<file path="config.mk">
export PLATFORM = sky130hd
export DESIGN_NAME = uart_rx_oversampled_flat
export DESIGN_NICKNAME = d
export VERILOG_FILES = /design/src/rtl/uart_rx_oversampled_if.sv /design/src/rtl/uart_rx_oversampled.sv /design/src/flat_wrapper.sv
export SDC_FILE = /design/constraint.sdc
export NUM_CORES = 1
export LEC_CHECK = 0
export CAP_MARGIN = 25
export CORE_MARGIN = 2
export CORE_UTILIZATION = 55
export CTS_CLUSTER_SIZE = 12
export DETAILED_ROUTE_END_ITERATION = 8
export DONT_BUFFER_PORTS = 1
export GPL_ROUTABILITY_DRIVEN = 1
export HOLD_SLACK_MARGIN = 0.05
export PLACE_DENSITY = 0.7
export SKIP_LAST_GASP = 1
export SYNTH_ARGS = -nofsm -noshare
export SYNTH_HDL_FRONTEND = slang
export SYNTH_SLANG_ARGS = --single-unit
</file>
<file path="constraint.sdc">
create_clock -name clk -period 2.3 [get_ports clk]
set_input_delay 0.575 -clock clk [delete_from_list [all_inputs] [get_ports clk]]
set_output_delay 0.575 -clock clk [all_outputs]
set_load 0.03 [all_outputs]
</file>
<file path="src/rtl/uart_rx_oversampled_if.sv">
// Receive-side handshake bundle for uart_rx_oversampled: held frame, status and
// consumer ready. The receiver drives through master, the consumer through slave.
`timescale 1ns/1ps
interface uart_rx_oversampled_if #(
  parameter int DATA_WIDTH = 8
);
  logic [DATA_WIDTH-1:0] rx_data;
  logic                  rx_valid;
  logic                  rx_ready;
  logic                  parity_err;
  logic                  frame_err;
  logic                  overrun_err;

  modport master (
    output rx_data, rx_valid, parity_err, frame_err, overrun_err,
    input  rx_ready
  );

  modport slave (
    input  rx_data, rx_valid, parity_err, frame_err, overrun_err,
    output rx_ready
  );
endinterface

</file>
<file path="src/rtl/uart_rx_oversampled.sv">
// Oversampled UART receiver with 3-sample majority vote and a one-entry holding register.
// Define UART_RX_ERR_CNT_EN to add saturating parity/framing/overrun error counters.
`timescale 1ns/1ps
module uart_rx_oversampled #(
  parameter int DATA_WIDTH = 8,
  parameter int OVERSAMPLE = 16,
  parameter int DIV_WIDTH  = 16
) (
  input  logic                 clk,
  input  logic                 reset,
  input  logic [DIV_WIDTH-1:0] baud_div,
  input  logic                 parity_en,
  input  logic                 parity_odd,
  input  logic                 two_stop,
  input  logic                 rx,
  uart_rx_oversampled_if.master rx_if,
  output logic                 busy
`ifdef UART_RX_ERR_CNT_EN
  ,
  output logic [7:0]           par_err_cnt,
  output logic [7:0]           frm_err_cnt,
  output logic [7:0]           ovr_err_cnt
`endif
);
  localparam int S_W = $clog2(OVERSAMPLE);
  localparam int B_W = $clog2(DATA_WIDTH + 1);
  localparam int M   = OVERSAMPLE / 2;
  localparam logic [S_W-1:0] S_LAST = S_W'(OVERSAMPLE - 1);
  localparam logic [S_W-1:0] S_V0   = S_W'(M - 1);
  localparam logic [S_W-1:0] S_V1   = S_W'(M);
  localparam logic [S_W-1:0] S_V2   = S_W'(M + 1);
  localparam logic [B_W-1:0] B_LAST = B_W'(DATA_WIDTH - 1);

  typedef enum logic [2:0] {IDLE, START, DATA, PARITY, STOP, DELIVER, BREAK} state_t;

  state_t                state_q, state_d;
  logic                  rx_s1_q, rx_s1_d, rx_s2_q, rx_s2_d, rx_d_q, rx_d_d;
  logic [DIV_WIDTH-1:0]  div_cnt_q, div_cnt_d;
  logic [S_W-1:0]        s_q, s_d;
  logic [1:0]            vote_q, vote_d;
  logic [B_W-1:0]        bit_cnt_q, bit_cnt_d;
  logic [DATA_WIDTH-1:0] shreg_q, shreg_d;
  logic                  par_acc_q, par_acc_d, perr_q, perr_d, ferr_q, ferr_d;
  logic                  stop2_q, stop2_d;
  logic                  cfg_par_en_q, cfg_par_en_d, cfg_par_odd_q, cfg_par_odd_d;
  logic                  cfg_two_stop_q, cfg_two_stop_d;
  logic [DATA_WIDTH-1:0] rx_data_q, rx_data_d;
  logic                  rx_valid_q, rx_valid_d, parity_err_q, parity_err_d;
  logic                  frame_err_q, frame_err_d, overrun_q, overrun_d;
  logic                  fall, tick, resolve, bit_val, deliver;
`ifdef UART_RX_ERR_CNT_EN
  logic [7:0]            par_cnt_q, par_cnt_d, frm_cnt_q, frm_cnt_d, ovr_cnt_q, ovr_cnt_d;
`endif

  always_comb begin
    state_d        = state_q;
    rx_s1_d        = rx;
    rx_s2_d        = rx_s1_q;
    rx_d_d         = rx_s2_q;
    div_cnt_d      = div_cnt_q;
    s_d            = s_q;
    vote_d         = vote_q;
    bit_cnt_d      = bit_cnt_q;
    shreg_d        = shreg_q;
    par_acc_d      = par_acc_q;
    perr_d         = perr_q;
    ferr_d         = ferr_q;
    stop2_d        = stop2_q;
    cfg_par_en_d   = cfg_par_en_q;
    cfg_par_odd_d  = cfg_par_odd_q;
    cfg_two_stop_d = cfg_two_stop_q;
    rx_data_d      = rx_data_q;
    rx_valid_d     = rx_valid_q;
    parity_err_d   = parity_err_q;
    frame_err_d    = frame_err_q;
    overrun_d      = 1'b0;

    fall    = rx_d_q & ~rx_s2_q;
    tick    = (div_cnt_q == '0);
    resolve = tick && (s_q == S_V2);
    bit_val = (vote_q[0] & vote_q[1]) | (vote_q[0] & rx_s2_q) | (vote_q[1] & rx_s2_q);
    deliver = (state_q == DELIVER);

    // Start detection reloads the divider and sample counter so bit timing aligns to the edge.
    if ((state_q == IDLE && fall) || tick) div_cnt_d = baud_div;
    else                                   div_cnt_d = div_cnt_q - DIV_WIDTH'(1);
    if (state_q == IDLE && fall) s_d = '0;
    else if (tick)               s_d = (s_q == S_LAST) ? '0 : s_q + S_W'(1);
    if (tick && s_q == S_V0) vote_d[0] = rx_s2_q;
    if (tick && s_q == S_V1) vote_d[1] = rx_s2_q;

    case (state_q)
      IDLE: if (fall) begin
        state_d        = START;
        cfg_par_en_d   = parity_en;
        cfg_par_odd_d  = parity_odd;
        cfg_two_stop_d = two_stop;
        bit_cnt_d      = '0;
        par_acc_d      = 1'b0;
        perr_d         = 1'b0;
        ferr_d         = 1'b0;
        stop2_d        = 1'b0;
      end
      START: if (resolve) state_d = bit_val ? IDLE : DATA;
      DATA: if (resolve) begin
        shreg_d   = {bit_val, shreg_q[DATA_WIDTH-1:1]};
        par_acc_d = par_acc_q ^ bit_val;
        bit_cnt_d = bit_cnt_q + B_W'(1);
        if (bit_cnt_q == B_LAST) state_d = cfg_par_en_q ? PARITY : STOP;
      end
      PARITY: if (resolve) begin
        perr_d  = ((par_acc_q ^ bit_val) != cfg_par_odd_q);
        state_d = STOP;
      end
      STOP: if (resolve) begin
        if (!bit_val) ferr_d = 1'b1;
        if (cfg_two_stop_q && !stop2_q) stop2_d = 1'b1;
        else                            state_d = DELIVER;
      end
      DELIVER: state_d = ferr_q ? BREAK : IDLE;
      BREAK:   if (rx_s2_q) state_d = IDLE;
      default: state_d = IDLE;
    endcase

    if (deliver) begin
      if (!rx_valid_q || rx_if.rx_ready) begin
        rx_data_d    = shreg_q;
        parity_err_d = perr_q;
        frame_err_d  = ferr_q;
        rx_valid_d   = 1'b1;
      end else begin
        overrun_d = 1'b1;
      end
    end else if (rx_valid_q && rx_if.rx_ready) begin
      rx_valid_d = 1'b0;
    end

`ifdef UART_RX_ERR_CNT_EN
    par_cnt_d = par_cnt_q;
    frm_cnt_d = frm_cnt_q;
    ovr_cnt_d = ovr_cnt_q;
    if (deliver && perr_q && par_cnt_q != 8'hFF) par_cnt_d = par_cnt_q + 8'd1;
    if (deliver && ferr_q && frm_cnt_q != 8'hFF) frm_cnt_d = frm_cnt_q + 8'd1;
    if (overrun_q && ovr_cnt_q != 8'hFF)         ovr_cnt_d = ovr_cnt_q + 8'd1;
`endif
  end

  always_ff @(posedge clk) begin
    if (reset) begin
      state_q        <= IDLE;
      rx_s1_q        <= 1'b1;
      rx_s2_q        <= 1'b1;
      rx_d_q         <= 1'b1;
      div_cnt_q      <= '0;
      s_q            <= '0;
      vote_q         <= '0;
      bit_cnt_q      <= '0;
      shreg_q        <= '0;
      par_acc_q      <= 1'b0;
      perr_q         <= 1'b0;
      ferr_q         <= 1'b0;
      stop2_q        <= 1'b0;
      cfg_par_en_q   <= 1'b0;
      cfg_par_odd_q  <= 1'b0;
      cfg_two_stop_q <= 1'b0;
      rx_data_q      <= '0;
      rx_valid_q     <= 1'b0;
      parity_err_q   <= 1'b0;
      frame_err_q    <= 1'b0;
      overrun_q      <= 1'b0;
`ifdef UART_RX_ERR_CNT_EN
      par_cnt_q      <= '0;
      frm_cnt_q      <= '0;
      ovr_cnt_q      <= '0;
`endif
    end else begin
      state_q        <= state_d;
      rx_s1_q        <= rx_s1_d;
      rx_s2_q        <= rx_s2_d;
      rx_d_q         <= rx_d_d;
      div_cnt_q      <= div_cnt_d;
      s_q            <= s_d;
      vote_q         <= vote_d;
      bit_cnt_q      <= bit_cnt_d;
      shreg_q        <= shreg_d;
      par_acc_q      <= par_acc_d;
      perr_q         <= perr_d;
      ferr_q         <= ferr_d;
      stop2_q        <= stop2_d;
      cfg_par_en_q   <= cfg_par_en_d;
      cfg_par_odd_q  <= cfg_par_odd_d;
      cfg_two_stop_q <= cfg_two_stop_d;
      rx_data_q      <= rx_data_d;
      rx_valid_q     <= rx_valid_d;
      parity_err_q   <= parity_err_d;
      frame_err_q    <= frame_err_d;
      overrun_q      <= overrun_d;
`ifdef UART_RX_ERR_CNT_EN
      par_cnt_q      <= par_cnt_d;
      frm_cnt_q      <= frm_cnt_d;
      ovr_cnt_q      <= ovr_cnt_d;
`endif
    end
  end

  assign rx_if.rx_data     = rx_data_q;
  assign rx_if.rx_valid    = rx_valid_q;
  assign rx_if.parity_err  = parity_err_q;
  assign rx_if.frame_err   = frame_err_q;
  assign rx_if.overrun_err = overrun_q;
  assign busy              = (state_q != IDLE);
`ifdef UART_RX_ERR_CNT_EN
  assign par_err_cnt = par_cnt_q;
  assign frm_err_cnt = frm_cnt_q;
  assign ovr_err_cnt = ovr_cnt_q;
`endif
endmodule

</file>
<file path="src/flat_wrapper.sv">
// flat-port wrapper written by rule: the top's interface ports become plain ports
module uart_rx_oversampled_flat 
#(
  parameter int DATA_WIDTH = 8,
  parameter int OVERSAMPLE = 16,
  parameter int DIV_WIDTH  = 16
)
  (clk, reset, baud_div, parity_en, parity_odd, two_stop, rx, busy, rx_if_rx_data, rx_if_rx_valid, rx_if_parity_err, rx_if_frame_err, rx_if_overrun_err, rx_if_rx_ready);
  uart_rx_oversampled_if #(.DATA_WIDTH(DATA_WIDTH)) rx_if_i ();
  input  logic clk;
  input  logic reset;
  input  logic [DIV_WIDTH-1:0] baud_div;
  input  logic parity_en;
  input  logic parity_odd;
  input  logic two_stop;
  input  logic rx;
  output logic busy;
  output wire logic [$bits(rx_if_i.rx_data)-1:0] rx_if_rx_data;
  output wire logic [$bits(rx_if_i.rx_valid)-1:0] rx_if_rx_valid;
  output wire logic [$bits(rx_if_i.parity_err)-1:0] rx_if_parity_err;
  output wire logic [$bits(rx_if_i.frame_err)-1:0] rx_if_frame_err;
  output wire logic [$bits(rx_if_i.overrun_err)-1:0] rx_if_overrun_err;
  input wire logic [$bits(rx_if_i.rx_ready)-1:0] rx_if_rx_ready;
  assign rx_if_rx_data = rx_if_i.rx_data;
  assign rx_if_rx_valid = rx_if_i.rx_valid;
  assign rx_if_parity_err = rx_if_i.parity_err;
  assign rx_if_frame_err = rx_if_i.frame_err;
  assign rx_if_overrun_err = rx_if_i.overrun_err;
  assign rx_if_i.rx_ready = rx_if_rx_ready;
  uart_rx_oversampled #(.DATA_WIDTH(DATA_WIDTH), .OVERSAMPLE(OVERSAMPLE), .DIV_WIDTH(DIV_WIDTH)) u_core (.clk(clk), .reset(reset), .baud_div(baud_div), .parity_en(parity_en), .parity_odd(parity_odd), .two_stop(two_stop), .rx(rx), .rx_if(rx_if_i), .busy(busy));
endmodule
</file>
==> flow_summary_export.csv, run 1 <==
group,metric,value,unit
grt,use_met2,33.4,%
floorplan,dieWidth,75,um
setup_path,slowest_stage,"or4_1",
routing,detail_route.wl_per_cell,14.5,um
grt,gr-total-overflow,0,
sta,fmaxAchievable,478,MHz
sta,fin_crit,2.09,ns
routing,num_vias,2216,
yosys,synth_fa_ha_area_share,2.71,%
yosys,synth-edff-count,0,
setup_path,rr_endpoint,"u_core.par_acc_q",
outcome,status,"finished, final reports clean",
layout,stdcell_count,398,
clock_network,cts_tree,"built",
routing,routed_wl,5770,um
power,sw_frac_of_total,34.7,%
layout,layout-drive-gt1-share,10.3,%
yosys,synth_top_family_by_area,"simple AND/OR/NAND/NOR gates",
grt,met3_usage,7.10,%
clock_network,cts-buffers-inserted,9,
placed_design,dp_hpwl,3800,um
yosys,synth-simple-area-share,26.1,%
yosys,synth.cell_area,2770,sq um
yosys,synth_compound_area_share,14.8,%
setup_path,arrival,2.36,ns
grt,grt_max_degree,62,
floorplan,die_area,5630,sq um
sta,period_share,90.9,%
clock_network,clkSinkCount,59,
hold_path,holdPathStages,1,
power,switchingPower,1150,uW
power,power_density,1090,nW/um^2
yosys,synth.area.mux_share,4.69,%
setup_path,r2r-start,"u_core.div_cnt_q[0]",
floorplan,fp.coreArea,4790,sq um
yosys,ys_seq_area_share,42.6,%
clock_network,htree_levels,3,
setup_path,reg2regPathDepth,7,
placed_design,io_buffers,0,
power,p_comb_share,30.1,%
floorplan,initial_core_util,57.9,%
sta,relSlewSlack,60.8,%
grt,grt_antenna_before_repair,0,
sta,hold_viol,0,
sta,final_max_slew_viol_count,0,
yosys,synth-xor-area-share,4.74,%
sta,skew,0.00759,ns
grt,grt_busiest_layer,"met2",
run,maxCapViolations,0,
power,p_clk_share,28.1,%
yosys,ys.flop_type,"dfxtp_1",
yosys,ys_seq_elements,59,
power,leakage,0.00106,uW
routing,firstDrtPassIters,4,
routing,ant_nets,0,
routing,viasPerCell,5.57,
floorplan,io_pins,36,
setup_path,cp_max_fo,6,
clock_network,cts_setup_buffers,0,
setup_path,crit_type,"reg2reg",
yosys,syn_avg_cell_area,8.43,sq um
layout,fin_nets,356,
grt,grt_pass1_vias,2014,
layout,syn2layout_area_growth,8.75,%
clock_network,clkTransAtPathRegs,0.07,ns
placed_design,place.gp.congestion,0.859,
hold_path,worst_hold_path.endpoint,"u_core.cfg_two_stop_q",
clock_network,worstSkewPairLatency,0.34,ns
sta,setup_viol,0,
setup_path,cp-start-kind,"flip-flop",
setup_path,critPathMaxStageDelay,0.48,ns
yosys,syn_nets,358,
setup_path,crit_buf_inv,1,
floorplan,rows,25,
setup_path,path_cells,"inv_1, ha_1, nor4b_1, and4_1, a21oi_2, or4_1, a31oi_1",
sta,finalSetupTns,0,ns
setup_path,crit_required,2.57,ns
yosys,async_reset_ff_share,0,%
sta,worst_pin_slew,0.586,ns
setup_path,reg2reg_setup_slack,0.21,ns
grt,grt_pass1_wl,9350,um
routing,remaining_drc_errors,0,
floorplan,die_h,75,um
power,p_int,2150,uW
yosys,syn_inst,329,
hold_path,holdCritPathClass,"in2reg",
setup_path,crit_path_end_kind,"flip-flop",
grt,grtUsageTotal,22.4,%
sta,rsz0062_at_grt,"false",
power,p_seq_share,41.8,%
grt,grtUsageMet1,29.1,%
layout,antenna_cells,0,
setup_path,critPathLaunch,"u_core.div_cnt_q[0]",
placed_design,placedCellCount,383,
power,peakVddDrop,746,uV
routing,first_iter_violations,164,
yosys,yosysWarnings,0,
clock_network,cts-root-buf,"clkbuf_8",
yosys,ys_types,48,
setup_path,cp_top_family,"simple AND/OR/NAND/NOR gates",
hold_path,min_from,"reset",
clock_network,clk_path_buf_depth,2,
power,total_power,3300,uW
cell type report:
type                    count  area [sq um]
flip-flops and latches     59          1180
repair buffers              6          45.0
inverters                   9          33.8
fillers                   434          1770
well taps                  67          83.8
clock buffers              14           193
clock inverters             1          5.00
multi-input cells         242          1470
worst max path at each step:
stage | endpoint | cells after the start
final | u_core.par_acc_q | 7
after global routing | u_core.par_acc_q | 7
after CTS | u_core.div_cnt_q[5] | 7
after detailed placement | u_core.div_cnt_q[5] | 7
after global placement | u_core.div_cnt_q[5] | 7
after floorplan | u_core.par_acc_q | 6
logic make-up (layout without fill, tap and decap cells):
| family | Yosys count | count (layout) |
|---|---|---|
| simple gates | 142 | 142 |
| fa+ha+maj | 6 | 6 |
| compound gates | 66 | 66 |
| mux | 13 | 13 |
| xor+xnor | 15 | 15 |
| flops | 59 | 59 |
| buf+inv | 28 | 30 |
placed cells by master, fill, tap and decap left out, types with 6 or more instances in the layout:
cell / n
a211oi_1: 13
a21oi_1: 28
buf_4: 6
clkbuf_8: 14
dfxtp_1: 59
ha_1: 6
inv_1: 9
mux2i_1: 13
nand2_1: 39
nor2_1: 43
nor3_1: 11
o21ai_0: 10
xnor2_1: 11
synth_stat cells (3+ instances only):
library cell	n	share of area [%]
o21ai_0	10	1.8
xor2_1	4	1.3
nand2b_1	5	1.1
nand2_1	39	5.3
ha_1	6	2.7
a21oi_1	28	5.1
or2_2	5	1.1
mux2i_1	13	4.7
dfxtp_1	59	43
buf_2	5	0.90
inv_1	9	1.2
a211oi_1	13	3.5
nand4_1	4	0.90
nand4b_1	3	0.95
nor2_1	43	5.8
nor3b_1	4	1.1
xnor2_1	11	3.5
clkbuf_1	12	1.6
nor4_1	4	0.90
nor3_1	11	2.0
a31oi_1	3	0.68
nand3_1	5	0.90
layer usage:
layer / wire [um] / up-vias
li1: - / 1146
met1: 2760 / 1009
met2: 2550 / 50
met3: 319 / 11
met4: 135 / 0
met5: 0 / -
state kept, by name (all words and copies together), names as in the netlist:
| signal | cells |
|---|---|
| u_core.stop2_q | 1 |
| u_core.par_acc_q | 1 |
| u_core.vote_q | 2 |
| u_core.rx_if.overrun_err | 1 |
| u_core.state_q | 3 |
| u_core.rx_d_q | 1 |
| u_core.ferr_q | 1 |
| u_core.div_cnt_q | 16 |
| u_core.rx_s1_q | 1 |
| u_core.cfg_par_odd_q | 1 |
| u_core.cfg_two_stop_q | 1 |
| u_core.cfg_par_en_q | 1 |
| u_core.rx_if.frame_err | 1 |
| u_core.shreg_q | 8 |
| u_core.rx_if.rx_data | 8 |
| u_core.s_q | 4 |
| u_core.rx_if.parity_err | 1 |
| u_core.bit_cnt_q | 4 |
| u_core.perr_q | 1 |
| u_core.rx_if.rx_valid | 1 |
| u_core.rx_d_d | 1 |
what timing repair did:
| action | CTS | global route |
|---|---|---|
| resized for setup | 0 | 1 |
| setup endpoints to repair | 0 | 14 |
| hold buffers | 0 | 0 |
per-stage QoR:
stage / util (%) / setup WS (ns) / hold slack [ns] / cell area, sq um
floorplan: - / 0.435 / 0.389 / 2770
global placement: 58.8 / 0.152 / 0.401 / 2810
detailed placement: 58.8 / 0.0248 / 0.403 / 2810
CTS: 62.9 / 0.00703 / 0.292 / 3010
global route: 63.0 / 0.0228 / 0.285 / 3020
finish: 63.0 / 0.210 / 0.296 / 3020
power by group through the flow:
| stage | combinational (uW) | clock (uW) | sequential (uW) |
|---|---|---|---|
| after CTS | 993 | 938 | 1380 |
| final | 993 | 925 | 1380 |
| after detailed placement | 978 | 0 | 1400 |
| after global placement | 969 | 0 | 1390 |
| after floorplan | 858 | 0 | 1340 |
| after global routing | 1120 | 990 | 1400 |
No activity file was read; power rests on OpenSTA's default activity.
==> run 2, diff against run 1 <==
GPL_TIMING_DRIVEN = 0   (was unset)
==> flow_summary_export.csv, run 2 (synthesized netlist as in run 1, its figures left out) <==
group,metric,value,unit
sta,finalSetupTns,0,ns
layout,mostFrequentLayoutCell,"dfxtp_1",
layout,antenna_cells,0,
grt,grt_pass1_vias,2038,
layout,stdcell_count,412,
power,leakage,0.00109,uW
sta,rsz0062_at_grt,"false",
setup_path,slowest_stage,"or3_1",
floorplan,die_area,5630,sq um
placed_design,dp_hpwl,4130,um
clock_network,worstSkewPairLatency,0.35,ns
routing,detail_route.wl_per_cell,14.6,um
placed_design,placedCellCount,396,
hold_path,holdPathStages,1,
setup_path,crit_type,"reg2reg",
sta,fmaxAchievable,480,MHz
floorplan,rows,25,
sta,skew,0.00651,ns
floorplan,fp.coreArea,4790,sq um
routing,viasPerCell,5.53,
clock_network,htree_levels,3,
floorplan,die_h,75,um
layout,layout-drive-gt1-share,10.7,%
layout,largest-register,"u_core.div_cnt_q",
floorplan,initial_core_util,57.9,%
setup_path,rr_endpoint,"u_core.bit_cnt_q[2]",
setup_path,r2r-start,"u_core.state_q[1]",
sta,hold_viol,0,
clock_network,clk_path_buf_depth,2,
grt,grt_pass1_wl,9690,um
setup_path,arrival,2.30,ns
power,total_power,3410,uW
grt,grt_antenna_before_repair,0,
routing,remaining_drc_errors,0,
sta,setup_viol,0,
setup_path,crit_required,2.52,ns
hold_path,holdCritPathClass,"in2reg",
sta,worst_pin_slew,0.563,ns
floorplan,io_pins,36,
power,power_density,1110,nW/um^2
layout,largest_register_ffs,16,
sta,relSlewSlack,62.5,%
power,peakVddDrop,860,uV
clock_network,clkTransAtPathRegs,0.07,ns
setup_path,reg2regPathDepth,7,
routing,routed_wl,6010,um
setup_path,cp_max_fo,10,
clock_network,clkSinkCount,59,
routing,num_vias,2279,
clock_network,cts-root-buf,"clkbuf_8",
clock_network,cts_tree,"built",
setup_path,cp-start-kind,"flip-flop",
outcome,status,"finished, final reports clean",
routing,firstDrtPassIters,4,
routing,ant_nets,0,
run,maxCapViolations,0,
grt,gr-total-overflow,0,
sta,period_share,90.5,%
layout,most-common-layout-cells,"dfxtp_1, nor2_1, nand2_1",
setup_path,path_cells,"buf_2, or3_1, nor2_4, buf_2, a21oi_1, o21ai_0, a21oi_1",
grt,grt_max_degree,11,
routing,first_iter_violations,166,
layout,syn2layout_area_growth,10.9,%
hold_path,worst_hold_path.endpoint,"u_core.rx_s1_q",
clock_network,cts-buffers-inserted,9,
clock_network,ctsResizeCount,0,
placed_design,place.gp.congestion,0.934,
sta,final_max_slew_viol_count,0,
sta,fin_crit,2.08,ns
placed_design,io_buffers,0,
setup_path,crit_path_end_kind,"flip-flop",
hold_path,min_from,"rx",
grt,grtUsageTotal,23.4,%
clock_network,cts_setup_buffers,0,
floorplan,dieWidth,75,um
setup_path,critPathMaxStageDelay,0.57,ns
setup_path,reg2reg_setup_slack,0.22,ns
layout,fin_nets,369,
clock_network,cts_hold_buffers,0,
run 2: critical path, delay by kind of cell, from the launching register on:
kind,cells,cell delay (ns)
compound gates,3,0.40
simple gates,2,0.81
buf+inv,2,0.43
flops,1,0.30
run 2: metrics by stage:
stage	hold slack, ns	worst slack (ns)	cell area [sq um]	utilization [%]
global route	0.330	0.0539	3080	64.3
CTS	0.330	0.0868	3070	64.1
floorplan	0.389	0.435	2770	-
finish	0.328	0.218	3080	64.3
global placement	0.397	0.141	2860	59.7
detailed placement	0.413	0.114	2860	59.7
run 2: per-layer routing:
layer	part of all wire (%)	global-route usage [%]	up-vias
met2	44	33.3	54
met4	2.2	11.5	0
met3	5.5	5.22	11
met1	49	33.2	1044
met5	0	0	-
li1	-	-	1170
run 2: cell type report:
type	instances	area, sq um
multi-input combinational	242	1470
clock buffer	12	165
inverter	9	33.8
sequential	59	1180
tap	67	83.8
fill	418	1710
buffer	19	90.1
clock inverter	4	47.5
run 2: where the power goes:
group | internal [uW] | switching [uW]
Combinational | 454 | 600
Clock | 585 | 408
Sequential | 1180 | 187
Total | 2210 | 1200
run 2: worst max-delay path by stage:
stage / startpoint / endpoint / slack (ns) / depth (start not counted)
after floorplan: u_core.state_q[1] / u_core.par_acc_q / 0.43 / 6
after global placement: u_core.div_cnt_q[0] / u_core.div_cnt_q[8] / 0.14 / 8
after detailed placement: u_core.div_cnt_q[0] / u_core.div_cnt_q[2] / 0.11 / 8
after CTS: u_core.div_cnt_q[0] / u_core.div_cnt_q[2] / 0.09 / 8
after global routing: u_core.div_cnt_q[0] / u_core.par_acc_q / 0.05 / 8
final: u_core.state_q[1] / u_core.bit_cnt_q[2] / 0.22 / 7
